File: src/rtl/uart_tx_if.sv
// uart_tx_if: transmit-data valid/ready handshake between a producer and uart_tx
interface uart_tx_if #(
    parameter int DATA_BITS = 8
);
    logic [DATA_BITS-1:0] tx_data;
    logic                 tx_valid;
    logic                 tx_ready;
    modport master (output tx_data, output tx_valid, input tx_ready);
    modport slave  (input tx_data, input tx_valid, output tx_ready);
endinterface

File: src/rtl/uart_tx.sv
// uart_tx: double-buffered UART transmitter with optional parity and one or two stop bits
module uart_tx #(
    parameter int DATA_BITS = 8,
    parameter int PARITY    = 0,
    parameter int STOP_BITS = 1
) (
    input  logic     clk,
    input  logic     rst,
    input  logic     baud16x_tick,
    uart_tx_if.slave bus,
    output logic     tx,
    output logic     busy,
    output logic     done
);
    localparam int BW = $clog2(DATA_BITS);
    localparam logic [BW-1:0] LAST_BIT = BW'(DATA_BITS - 1);
    typedef enum logic [2:0] {S_IDLE, S_START, S_DATA, S_PARITY, S_STOP} state_t;
    state_t               state, state_n;
    logic [DATA_BITS-1:0] shift, shift_n;
    logic [DATA_BITS-1:0] hold, hold_n;
    logic                 hold_full, hold_full_n;
    logic                 par_bit, par_n;
    logic [3:0]           tick_cnt, tick_n;
    logic [BW-1:0]        bit_cnt, bit_n;
    logic                 stop_cnt, stop_n;
    logic                 tx_n, done_n;
    logic                 bit_end, load;
    assign bus.tx_ready = !hold_full;
    assign busy = (state != S_IDLE) || hold_full;
    // next-state, datapath and registered-output computation
    always_comb begin
        state_n     = state;
        shift_n     = shift;
        hold_n      = hold;
        hold_full_n = hold_full;
        par_n       = par_bit;
        tick_n      = tick_cnt;
        bit_n       = bit_cnt;
        stop_n      = stop_cnt;
        done_n      = 1'b0;
        load        = 1'b0;
        bit_end     = (state != S_IDLE) && baud16x_tick && (tick_cnt == 4'd15);
        if ((state != S_IDLE) && baud16x_tick) tick_n = tick_cnt + 4'd1;
        case (state)
            S_IDLE:   load = hold_full;
            S_START:  if (bit_end) begin
                          state_n = S_DATA;
                          bit_n   = '0;
                      end
            S_DATA:   if (bit_end) begin
                          shift_n = shift >> 1;
                          bit_n   = bit_cnt + 1'b1;
                          if (bit_cnt == LAST_BIT) begin
                              bit_n   = '0;
                              stop_n  = 1'b0;
                              state_n = (PARITY != 0) ? S_PARITY : S_STOP;
                          end
                      end
            S_PARITY: if (bit_end) begin
                          state_n = S_STOP;
                          stop_n  = 1'b0;
                      end
            S_STOP:   if (bit_end) begin
                          if (STOP_BITS == 2 && !stop_cnt) stop_n = 1'b1;
                          else begin
                              done_n  = 1'b1;
                              state_n = S_IDLE;
                              load    = hold_full;
                          end
                      end
            default:  state_n = S_IDLE;
        endcase
        if (load) begin
            shift_n     = hold;
            par_n       = (^hold) ^ (PARITY == 2);
            hold_full_n = 1'b0;
            state_n     = S_START;
            tick_n      = '0;
            bit_n       = '0;
            stop_n      = 1'b0;
        end
        if (bus.tx_valid && !hold_full) begin
            hold_n      = bus.tx_data;
            hold_full_n = 1'b1;
        end
        tx_n = (state_n == S_START)  ? 1'b0 :
               (state_n == S_DATA)   ? shift_n[0] :
               (state_n == S_PARITY) ? par_n : 1'b1;
    end
    // state and datapath registers; reset aborts any frame and drops held data
    always_ff @(posedge clk or negedge rst) begin
        if (!rst) begin
            state     <= S_IDLE;
            shift     <= '0;
            hold      <= '0;
            hold_full <= 1'b0;
            par_bit   <= 1'b0;
            tick_cnt  <= '0;
            bit_cnt   <= '0;
            stop_cnt  <= 1'b0;
            tx        <= 1'b1;
            done      <= 1'b0;
        end else begin
            state     <= state_n;
            shift     <= shift_n;
            hold      <= hold_n;
            hold_full <= hold_full_n;
            par_bit   <= par_n;
            tick_cnt  <= tick_n;
            bit_cnt   <= bit_n;
            stop_cnt  <= stop_n;
            tx        <= tx_n;
            done      <= done_n;
        end
    end
endmodule

File: src/flat_wrapper.sv
// flat-port wrapper written by rule: the top's interface ports become plain ports
module uart_tx_flat 
#(
    parameter int DATA_BITS = 8,
    parameter int PARITY    = 0,
    parameter int STOP_BITS = 1
)
  (clk, rst, baud16x_tick, tx, busy, done, bus_tx_data, bus_tx_valid, bus_tx_ready);
  uart_tx_if #(.DATA_BITS(DATA_BITS)) bus_i ();
  input  logic clk;
  input  logic rst;
  input  logic baud16x_tick;
  output logic tx;
  output logic busy;
  output logic done;
  input wire logic [$bits(bus_i.tx_data)-1:0] bus_tx_data;
  input wire logic [$bits(bus_i.tx_valid)-1:0] bus_tx_valid;
  output wire logic [$bits(bus_i.tx_ready)-1:0] bus_tx_ready;
  assign bus_i.tx_data = bus_tx_data;
  assign bus_i.tx_valid = bus_tx_valid;
  assign bus_tx_ready = bus_i.tx_ready;
  uart_tx #(.DATA_BITS(DATA_BITS), .PARITY(PARITY), .STOP_BITS(STOP_BITS)) u_core (.clk(clk), .rst(rst), .baud16x_tick(baud16x_tick), .bus(bus_i), .tx(tx), .busy(busy), .done(done));
endmodule
File: config.mk
export PLATFORM = sky130hd
export DESIGN_NAME = uart_tx_flat
export DESIGN_NICKNAME = d
export VERILOG_FILES = /design/src/rtl/uart_tx_if.sv /design/src/rtl/uart_tx.sv /design/src/flat_wrapper.sv
export SDC_FILE = /design/constraint.sdc
export NUM_CORES = 1
export LEC_CHECK = 0
export CAP_MARGIN = 0
export CORE_ASPECT_RATIO = 1.5
export CORE_UTILIZATION = 54
export CTS_BUF_LIST = sky130_fd_sc_hd__clkbuf_4 sky130_fd_sc_hd__clkbuf_8 sky130_fd_sc_hd__clkbuf_16
export DETAILED_ROUTE_END_ITERATION = 8
export PLACE_DENSITY = 0.77
export SLEW_MARGIN = 20
export SYNTH_ARGS = -nofsm -noshare
export SYNTH_HDL_FRONTEND = slang
export SYNTH_SLANG_ARGS = --single-unit
File: constraint.sdc
create_clock -name clk -period 2.35 [get_ports clk]
set_input_delay 0.47 -clock clk [delete_from_list [all_inputs] [get_ports clk]]
set_output_delay 0.47 -clock clk [all_outputs]
set_load 0.02 [all_outputs]
# Word-level counts from Yosys, hierarchy flattened
# Index checks and enable logic that the tools add are counted.
# Widths: inputs -> output; s select.
dict set report classes {
  muxes 27
  n_addsub 2
  reduce_logical 15
  eq_ne 11
}
# operator n
set op_table {}
lappend op_table {{$mux 3} 10}
lappend op_table {{$mux 8} 3}
lappend op_table {{$pmux 3 s5} 1}
lappend op_table {{$eq 3x2->1 const B} 4}
lappend op_table {{$mux 1} 9}
lappend op_table {{$mux 4} 2}
lappend op_table {{$reduce_bool 2->1} 4}
lappend op_table {{$reduce_xor 8->1} 1}
lappend op_table {{$eq 3x1->1 const B} 2}
lappend op_table {{$eq 3x3->1 const B} 2}
lappend op_table {{$ne 3x1->1 const B} 2}
lappend op_table {{$pmux 3 s2} 1}
lappend op_table {{$reduce_bool 3->1} 2}
lappend op_table {{$add 4x1->4 const B} 1}
lappend op_table {{$eq 4x4->1 const B} 1}
lappend op_table {{$add 3x1->3 const B} 1}
lappend op_table {{$logic_and 1x1->1} 3}
lappend op_table {{$logic_not 3->1} 1}
lappend op_table {{$reduce_and 3->1} 1}
lappend op_table {{$pmux 1 s2} 1}
lappend op_table {{$reduce_and 2->1} 1}
lappend op_table {{$logic_not 1->1} 1}
lappend op_table {{$logic_or 1x1->1} 1}
dict set report totals {
  inputBits 12
  wordCells 65
  reg_bits 30
  out_inout_bits 4
}

# Longest topological paths before layout
# Gate-level depths: netlist of run 1.
dict set report logic_depth {
  ltp_word 10
  depth_mapped 6
  mapped_depth_nobuf 6
}

# Worst setup path before layout of run 1
# OpenSTA, ideal clock, no wires.
dict set report synth_timing {
  path_kind {reg-to-reg}
  startpoint {register u_core.tick_cnt[0]}
  endpoint {register u_core.bit_cnt[0]}
  setup_ns 0.125
  required_ns 2.225
  arrival_time_ns 1.588
  path_stages_with_launch 6
  path_buffers 0
  slack_ns 0.638
  synth_period_minus_slack_ns 1.712
  cell_sequence {dfrtp_1 ha_1 nand4_4 nor3_4 o21bai_2 mux2_2}
}
dict set report synth_via {
  elab_chain_len 6
  word_cells_on_any_way 9
  cone_classes {eq/ne: 3; mux: 3; reduce/logical: 3}
}
# element line_no
set synth_rtl {}
lappend synth_rtl {{start: declaration} uart_tx.sv:23} ;# logic [3:0] tick_cnt, tick_n;
lappend synth_rtl {{start signal: assignment} uart_tx.sv:109} ;# tick_cnt <= tick_n;
lappend synth_rtl {{$eq 4x4->1 *} uart_tx.sv:42} ;# bit_end = (state != S_IDLE) && baud16x_tick && (tick_cnt == 4'd15);
lappend synth_rtl {{$logic_and 1x1->1 *} uart_tx.sv:42}
lappend synth_rtl {{$mux 1} uart_tx.sv:63} ;# S_STOP: if (bit_end) begin
lappend synth_rtl {{$pmux 1 s2} uart_tx.sv:44} ;# case (state)
lappend synth_rtl {{$ne 3x1->1 (no source line) or $reduce_bool 3->1 (tied branches)} --}
lappend synth_rtl {{$reduce_and 3->1 (no source line)} --}
lappend synth_rtl {{end signal: assignment} uart_tx.sv:110} ;# bit_cnt <= bit_n;
lappend synth_rtl {{end: declaration} uart_tx.sv:24} ;# logic [BW-1:0] bit_cnt, bit_n;
# Mark *: on every way between the ends. The rest lies on a longest branch, timed or not.
# A chain may end at the register's enable or synchronous reset.

# Worst setup path after layout of run 1
dict set report layout_timing {
  startpoint {register u_core.state[2]}
  endpoint {output port busy}
}
dict set report layout_via {
  elab_chain_len 2
}
# element line_no
set layout_rtl {}
lappend layout_rtl {{start: declaration} uart_tx.sv:18} ;# state_t state, state_n;
lappend layout_rtl {{start signal: assignment} uart_tx.sv:104} ;# state <= state_n;
lappend layout_rtl {{$reduce_bool 3->1} uart_tx.sv:29} ;# assign busy = (state != S_IDLE) || hold_full;
lappend layout_rtl {{$logic_or 1x1->1} uart_tx.sv:29}
lappend layout_rtl {{end: declaration} flat_wrapper.sv:14} ;# output logic busy;
# No other way between the ends.

==> results.json, run 1 <==
{
  "critPathKind": "reg -> out",
  "slew_headroom": 0.718,
  "route.detailed.drc": 0,
  "synthXorXnorAreaFrac": 0.0609,
  "status": "complete, no violations",
  "diodes": 0,
  "worstPathCellList": "or4_1 > dlygate4sd2_1",
  "power.clock.fraction": 0.172,
  "cts_root_buf": "clkbuf_4",
  "end_kind": "output pin",
  "via_per_inst": 5.82,
  "wl_per_cell_um": 14.9,
  "p_leak_nw": 0.764,
  "ys_types": 38,
  "hold_buffers": 0,
  "dp.cells": 164,
  "grt_pass1_vias": 1027,
  "synth_area_leaders": "dfrtp_1 50%, mux2_2 7.8%, xnor2_1 4.9%",
  "rsz0062_at_grt": "false",
  "numClockSinks": 30,
  "dp_hpwl_um": 1900,
  "synthAdderAreaFrac": 0.0261,
  "skew_ns": 0.00797,
  "die_w_um": 44.1,
  "core_region_area_um2": 2480,
  "arrival_ns": 1.66,
  "drv_slew": 0,
  "synth-warning-count": 0,
  "yosys.area.top_type": "dfrtp_1",
  "synth-compound-area-share": 0.103,
  "tns_ns": 0,
  "dieArea_um2": 2880,
  "row_count": 22,
  "synth_fp_nets": 138,
  "setup_ws_ns": 0.217,
  "syn_area_um2": 1440,
  "async_flop_share": 1.00,
  "p_int_mw": 1.40,
  "maxCapViolations": 0,
  "nNetsFinal": 162,
  "min_period_ns": 2.13,
  "timing.hold.ws_ns": 0.492,
  "gr-usage-all-layers": 0.220,
  "cts_tree": "built",
  "finalHoldViolations": 0,
  "antenna_found_initial": 0,
  "p_total_mw": 2.19,
  "cts_buffers": 5,
  "dp_slack_ns": 0.106,
  "grt_max_degree": 31,
  "swShare": 0.362,
  "synth-simple-area-share": 0.155,
  "io_pins": 16,
  "synth_top_family_by_area": "simple AND/OR/NAND/NOR gates",
  "syn_inst": 123,
  "path_max_fanout": 8,
  "firstDrtPassIters": 6,
  "start_util": 0.580,
  "fin_cells": 172,
  "p_comb_frac": 0.416,
  "power.switching_mw": 0.791,
  "grt_pass1_wl_um": 4550,
  "drive_above_1_share": 0.223,
  "crit_path_start_kind": "flip-flop",
  "synth_top_area_share": 0.505,
  "syn_to_final_growth_pct": 19.1,
  "max_freq_mhz": 469,
  "numPortBuffers": 15,
  "ys_ff_latch": 30,
  "postRouteWirelength_um": 2560,
  "p_seq_frac": 0.412,
  "ir_drop_mv": 0.770,
  "cts_buffer_depth": 2,
  "post_synth.cell_area_avg_um2": 11.7,
  "critPathRequiredTime_ns": 1.88,
  "pwr_density_cell_nw_per_um2": 1280,
  "clk_latency_ns": 0.32,
  "worst-slew-pin-transition_ns": 0.422,
  "vias": 1001,
  "clk_pin_slew_ns": 0.09,
  "hp-class": "reg -> reg",
  "fin_crit_sh": 0.908,
  "synth_edf_count": 0,
  "ys.flop_type": "dfrtp_1",
  "die_y_um": 65.2,
  "critPathMaxStageDelay_ns": 0.53,
  "antenna_left": 0,
  "synthMuxAreaShare": 0.0992,
  "htree_levels": 2,
  "setup_viol": 0,
  "drt-initial-drc-count": 20,
  "gr-total-overflow": 0,
  "place_congestion": 0.796,
  "critical-path-slowest-cell": "or4_1",
  "ys_seq_area_frac": 0.523
}
## worst max-delay path: cells and delay by family, from the launching register on
family        cells  cell delay (ns)
flops             1             0.48
simple gates      1             0.53
buf+inv           1             0.33
## final cells by class
cell class / count / area [um2]
clock buffer: 8 / 78.8
fill: 199 / 766
inverter: 3 / 11.3
multi-input combinational: 85 / 638
sequential: 30 / 752
tap: 24 / 30.0
timing repair buffer: 22 / 201
## path summary, 6_finish.rpt
kind | startpoint | end | cells past startpoint | slack [ns]
setup / recovery | u_core.state[2] | busy | 2 | 0.22
hold / removal | u_core.shift[6] | u_core.shift[6] | 2 | 0.49
setup reg to reg | u_core.tick_cnt[0] | u_core.bit_cnt[0] | 6 | 0.52
hold reg to reg | u_core.shift[6] | u_core.shift[6] | 2 | 0.49
max in group asynchronous | rst | u_core.tx | 2 | 1.52
min in group asynchronous | rst | u_core.done | 2 | 0.52
## Yosys cell counts (2+ instances only)
library cell   n
nand2_1       17
ha_1           3
dfrtp_1       29
nor2_1         8
xnor2_1        8
o21ai_0        3
a22oi_1        6
nor3b_1        2
inv_1          3
buf_2          2
buf_6          2
mux2i_1        3
xor2_1         2
nor4_1         2
mux2_2        10
## through the flow
stage	cell area (um2)	utilization
floorplan	1440	-
global placement	1630	0.660
detailed placement	1630	0.660
CTS	1710	0.691
global route	1710	0.691
finish	1710	0.691
## cell families (layout without fill, tap and decap cells)
| kind of cell | count (synthesis) | in the layout |
|---|---|---|
| buffers and inverters | 8 | 33 |
| and+or+nand+nor | 39 | 39 |
| adders and majority gates | 3 | 3 |
| muxes | 13 | 13 |
| xor gates and xnor gates | 10 | 10 |
| DFF | 30 | 30 |
| AOI/OAI and AO/OA | 20 | 20 |
## what timing repair did
item / 4_1_cts / 5_1_grt
setup buffers: 0 / 0
resized for setup: 1 / 0
endpoints found under the setup margin: 1 / 0
## cell usage in the layout, fill, tap and decap left out, types with 2 or more instances in the layout
| cell | count |
|---|---|
| clkbuf_4 | 5 |
| mux2i_1 | 3 |
| ha_1 | 3 |
| nor4_1 | 2 |
| nor2_1 | 8 |
| o21ai_0 | 3 |
| inv_1 | 3 |
| clkbuf_8 | 3 |
| nor3b_1 | 2 |
| buf_4 | 7 |
| xnor2_1 | 8 |
| nand2_1 | 17 |
| xor2_1 | 2 |
| mux2_2 | 10 |
| dfrtp_1 | 29 |
| clkdlybuf4s50_1 | 14 |
| a22oi_1 | 6 |
## state kept, by name, indices dropped and copies added (netlist names)
name	count
u_core.hold_full	1
u_core.shift	8
u_core.hold	8
u_core.state	3
u_core.tick_cnt	4
u_core.done	1
u_core.tx	1
u_core.par_bit	1
u_core.bit_cnt	3
## power groups by stage
stage / clock network (mW) / logic, mW / registers, mW
4_1_cts: 0.388 / 0.922 / 0.902
5_1_grt: 0.407 / 1.02 / 0.926
3_3_place_gp: 0 / 0.865 / 0.896
6_report: 0.376 / 0.911 / 0.902
2_1_floorplan: 0 / 0.699 / 0.886
3_5_place_dp: 0 / 0.903 / 0.913
## routing by layer
| metal | wire length [um] | share of wire | GRT usage | vias up |
|---|---|---|---|---|
| li1 | - | - | - | 484 |
| met1 | 1020 | 0.40 | 0.249 | 488 |
| met2 | 1410 | 0.55 | 0.379 | 24 |
| met3 | 87 | 0.034 | 0.0659 | 5 |
| met4 | 44 | 0.017 | 0.0795 | 0 |
| met5 | 0 | 0 | 0 | - |
Power figures use the tool's default switching activity.
==> inputs of run 2 (changes only) <==
clock period = 2.2 ns   (was 2.35 ns; I/O delays follow)
==> run 2 against run 1 <==
Effect of this change: worst hold slack got worse by 0.012 ns; via count increased by 2.0%; largest cell class unchanged; final area unchanged.
==> results.json, run 2 (synthesis results as in run 1) <==
{
  "mostFrequentLayoutCells": "29 x dfrtp_1, 17 x nand2_1, 14 x clkdlybuf4s50_1, 10 x mux2_2, 9 x buf_4",
  "pwr_density_cell_nw_per_um2": 1330,
  "largestRegisters": "u_core.hold x8, u_core.shift x8, u_core.tick_cnt x4",
  "die_y_um": 65.2,
  "cts_buffer_depth": 2,
  "skew_ns": 0.00933,
  "gr-total-overflow": 0,
  "critPathMaxStageDelay_ns": 0.50,
  "status": "complete, no violations",
  "grt_pass1_vias": 1093,
  "die_w_um": 44.1,
  "drv_slew": 0,
  "vias": 1021,
  "firstDrtPassIters": 6,
  "path_max_fanout": 2,
  "nNetsFinal": 164,
  "start_util": 0.580,
  "power.switching_mw": 0.832,
  "drive_above_1_share": 0.233,
  "tns_ns": 0,
  "cts_setup_buffers": 0,
  "clk_latency_ns": 0.33,
  "fin_crit_sh": 0.901,
  "dp.cells": 166,
  "numClockSinks": 30,
  "p_leak_nw": 0.768,
  "numPortBuffers": 15,
  "p_seq_frac": 0.421,
  "cts_tree": "built",
  "crit_path_start_kind": "flip-flop",
  "path_buf_inv": 1,
  "power.clock.fraction": 0.156,
  "swShare": 0.366,
  "grt_pass1_wl_um": 4680,
  "syn_to_final_growth_pct": 19.1,
  "critPathKind": "reg -> out",
  "arrival_ns": 1.54,
  "route.detailed.drc": 0,
  "hp-class": "reg -> reg",
  "clk_pin_slew_ns": 0.09,
  "slew_headroom": 0.735,
  "grt_max_degree": 31,
  "antenna_found_initial": 0,
  "p_comb_frac": 0.423,
  "gr-usage-all-layers": 0.230,
  "critPathRequiredTime_ns": 1.76,
  "cts_buffers": 5,
  "row_count": 22,
  "diodes": 0,
  "htree_levels": 2,
  "end_kind": "output pin",
  "finalHoldViolations": 0,
  "p_total_mw": 2.28,
  "worstPathCellList": "or4_1 > dlygate4sd2_1",
  "final_common_cell": "dfrtp_1",
  "core_region_area_um2": 2480,
  "max_freq_mhz": 504,
  "setup_viol": 0,
  "dieArea_um2": 2880,
  "ir_drop_mv": 0.777,
  "worst-slew-pin-transition_ns": 0.396,
  "wl_per_cell_um": 14.9,
  "fin_area_um2": 1710,
  "io_pins": 16,
  "cts_root_buf": "clkbuf_4",
  "fin_cells": 174,
  "drt-initial-drc-count": 32,
  "final_core_util": 0.691,
  "antenna_left": 0,
  "place_congestion": 0.839,
  "postRouteWirelength_um": 2590,
  "via_per_inst": 5.87,
  "placed_area_um2": 1650,
  "critical-path-slowest-cell": "or4_1",
  "critPathTopFamily": "simple AND/OR/NAND/NOR gates",
  "rsz0062_at_grt": "false",
  "maxCapViolations": 0,
  "dp_hpwl_um": 1920,
  "p_int_mw": 1.44,
  "min_period_ns": 1.98
}
## run 2: cell types whose count changed in the layout (fill, tap and decap cells not counted)
cell,delta
clkinv_2,+1
buf_4,+2
clkbuf_8,-2
clkbuf_4,+1
## run 2: layout make-up
class / instances / area [um2]
clock buffer: 7 / 58.8
clock inverter: 1 / 5.00
fill: 212 / 766
inverter: 3 / 11.3
multi-input combinational: 85 / 638
sequential: 30 / 752
tap: 24 / 30.0
timing repair buffer: 24 / 216
## run 2: metal layers
metal,wire length [um],track usage
met2,1450,0.401
met3,93,0.0577
met1,972,0.243
met4,73,0.129
met5,0,0
## run 2: path summary, 6_finish.rpt
| check | from | endpoint | slack (ns) | cells past startpoint |
|---|---|---|---|---|
| max | u_core.state[2] | busy | 0.22 | 2 |
| min reg2reg | u_core.shift[5] | u_core.shift[5] | 0.48 | 2 |
| min in group asynchronous | rst | u_core.done | 0.49 | 2 |
| max in group asynchronous | rst | u_core.tx | 1.39 | 2 |
| max reg2reg | u_core.tick_cnt[0] | u_core.bit_cnt[0] | 0.41 | 6 |
| min | u_core.shift[5] | u_core.shift[5] | 0.48 | 2 |
## run 2: worst register-to-register path: stages, from the launching register on
cell	delay [ns]
dfrtp_1	0.39
ha_1	0.27
nand4_4	0.15
a211oi_1	0.26
a31oi_1	0.07
o21bai_2	0.19
mux2_2	0.36
## run 2: per-stage QoR
step,hold slack [ns],setup slack [ns]
finish,0.481,0.217
detailed placement,0.465,0.0341
floorplan,0.144,0.488
global placement,0.462,0.0827
CTS,0.486,0.195
global route,0.515,0.169
## run 2: timing repair
action,4_1_cts,5_1_grt
setup endpoints to repair,1,0
gates resized for setup,1,0
hold buffers,0,0
## run 2: power groups by stage
stage                     Combinational, mW  Sequential (mW)  Clock, mW
after floorplan                       0.746            0.947          0
after global placement                0.930            0.956          0
after detailed placement              0.974            0.974          0
after CTS                             0.980            0.960      0.364
after global routing                   1.10            0.986      0.381
final                                 0.963            0.958      0.354
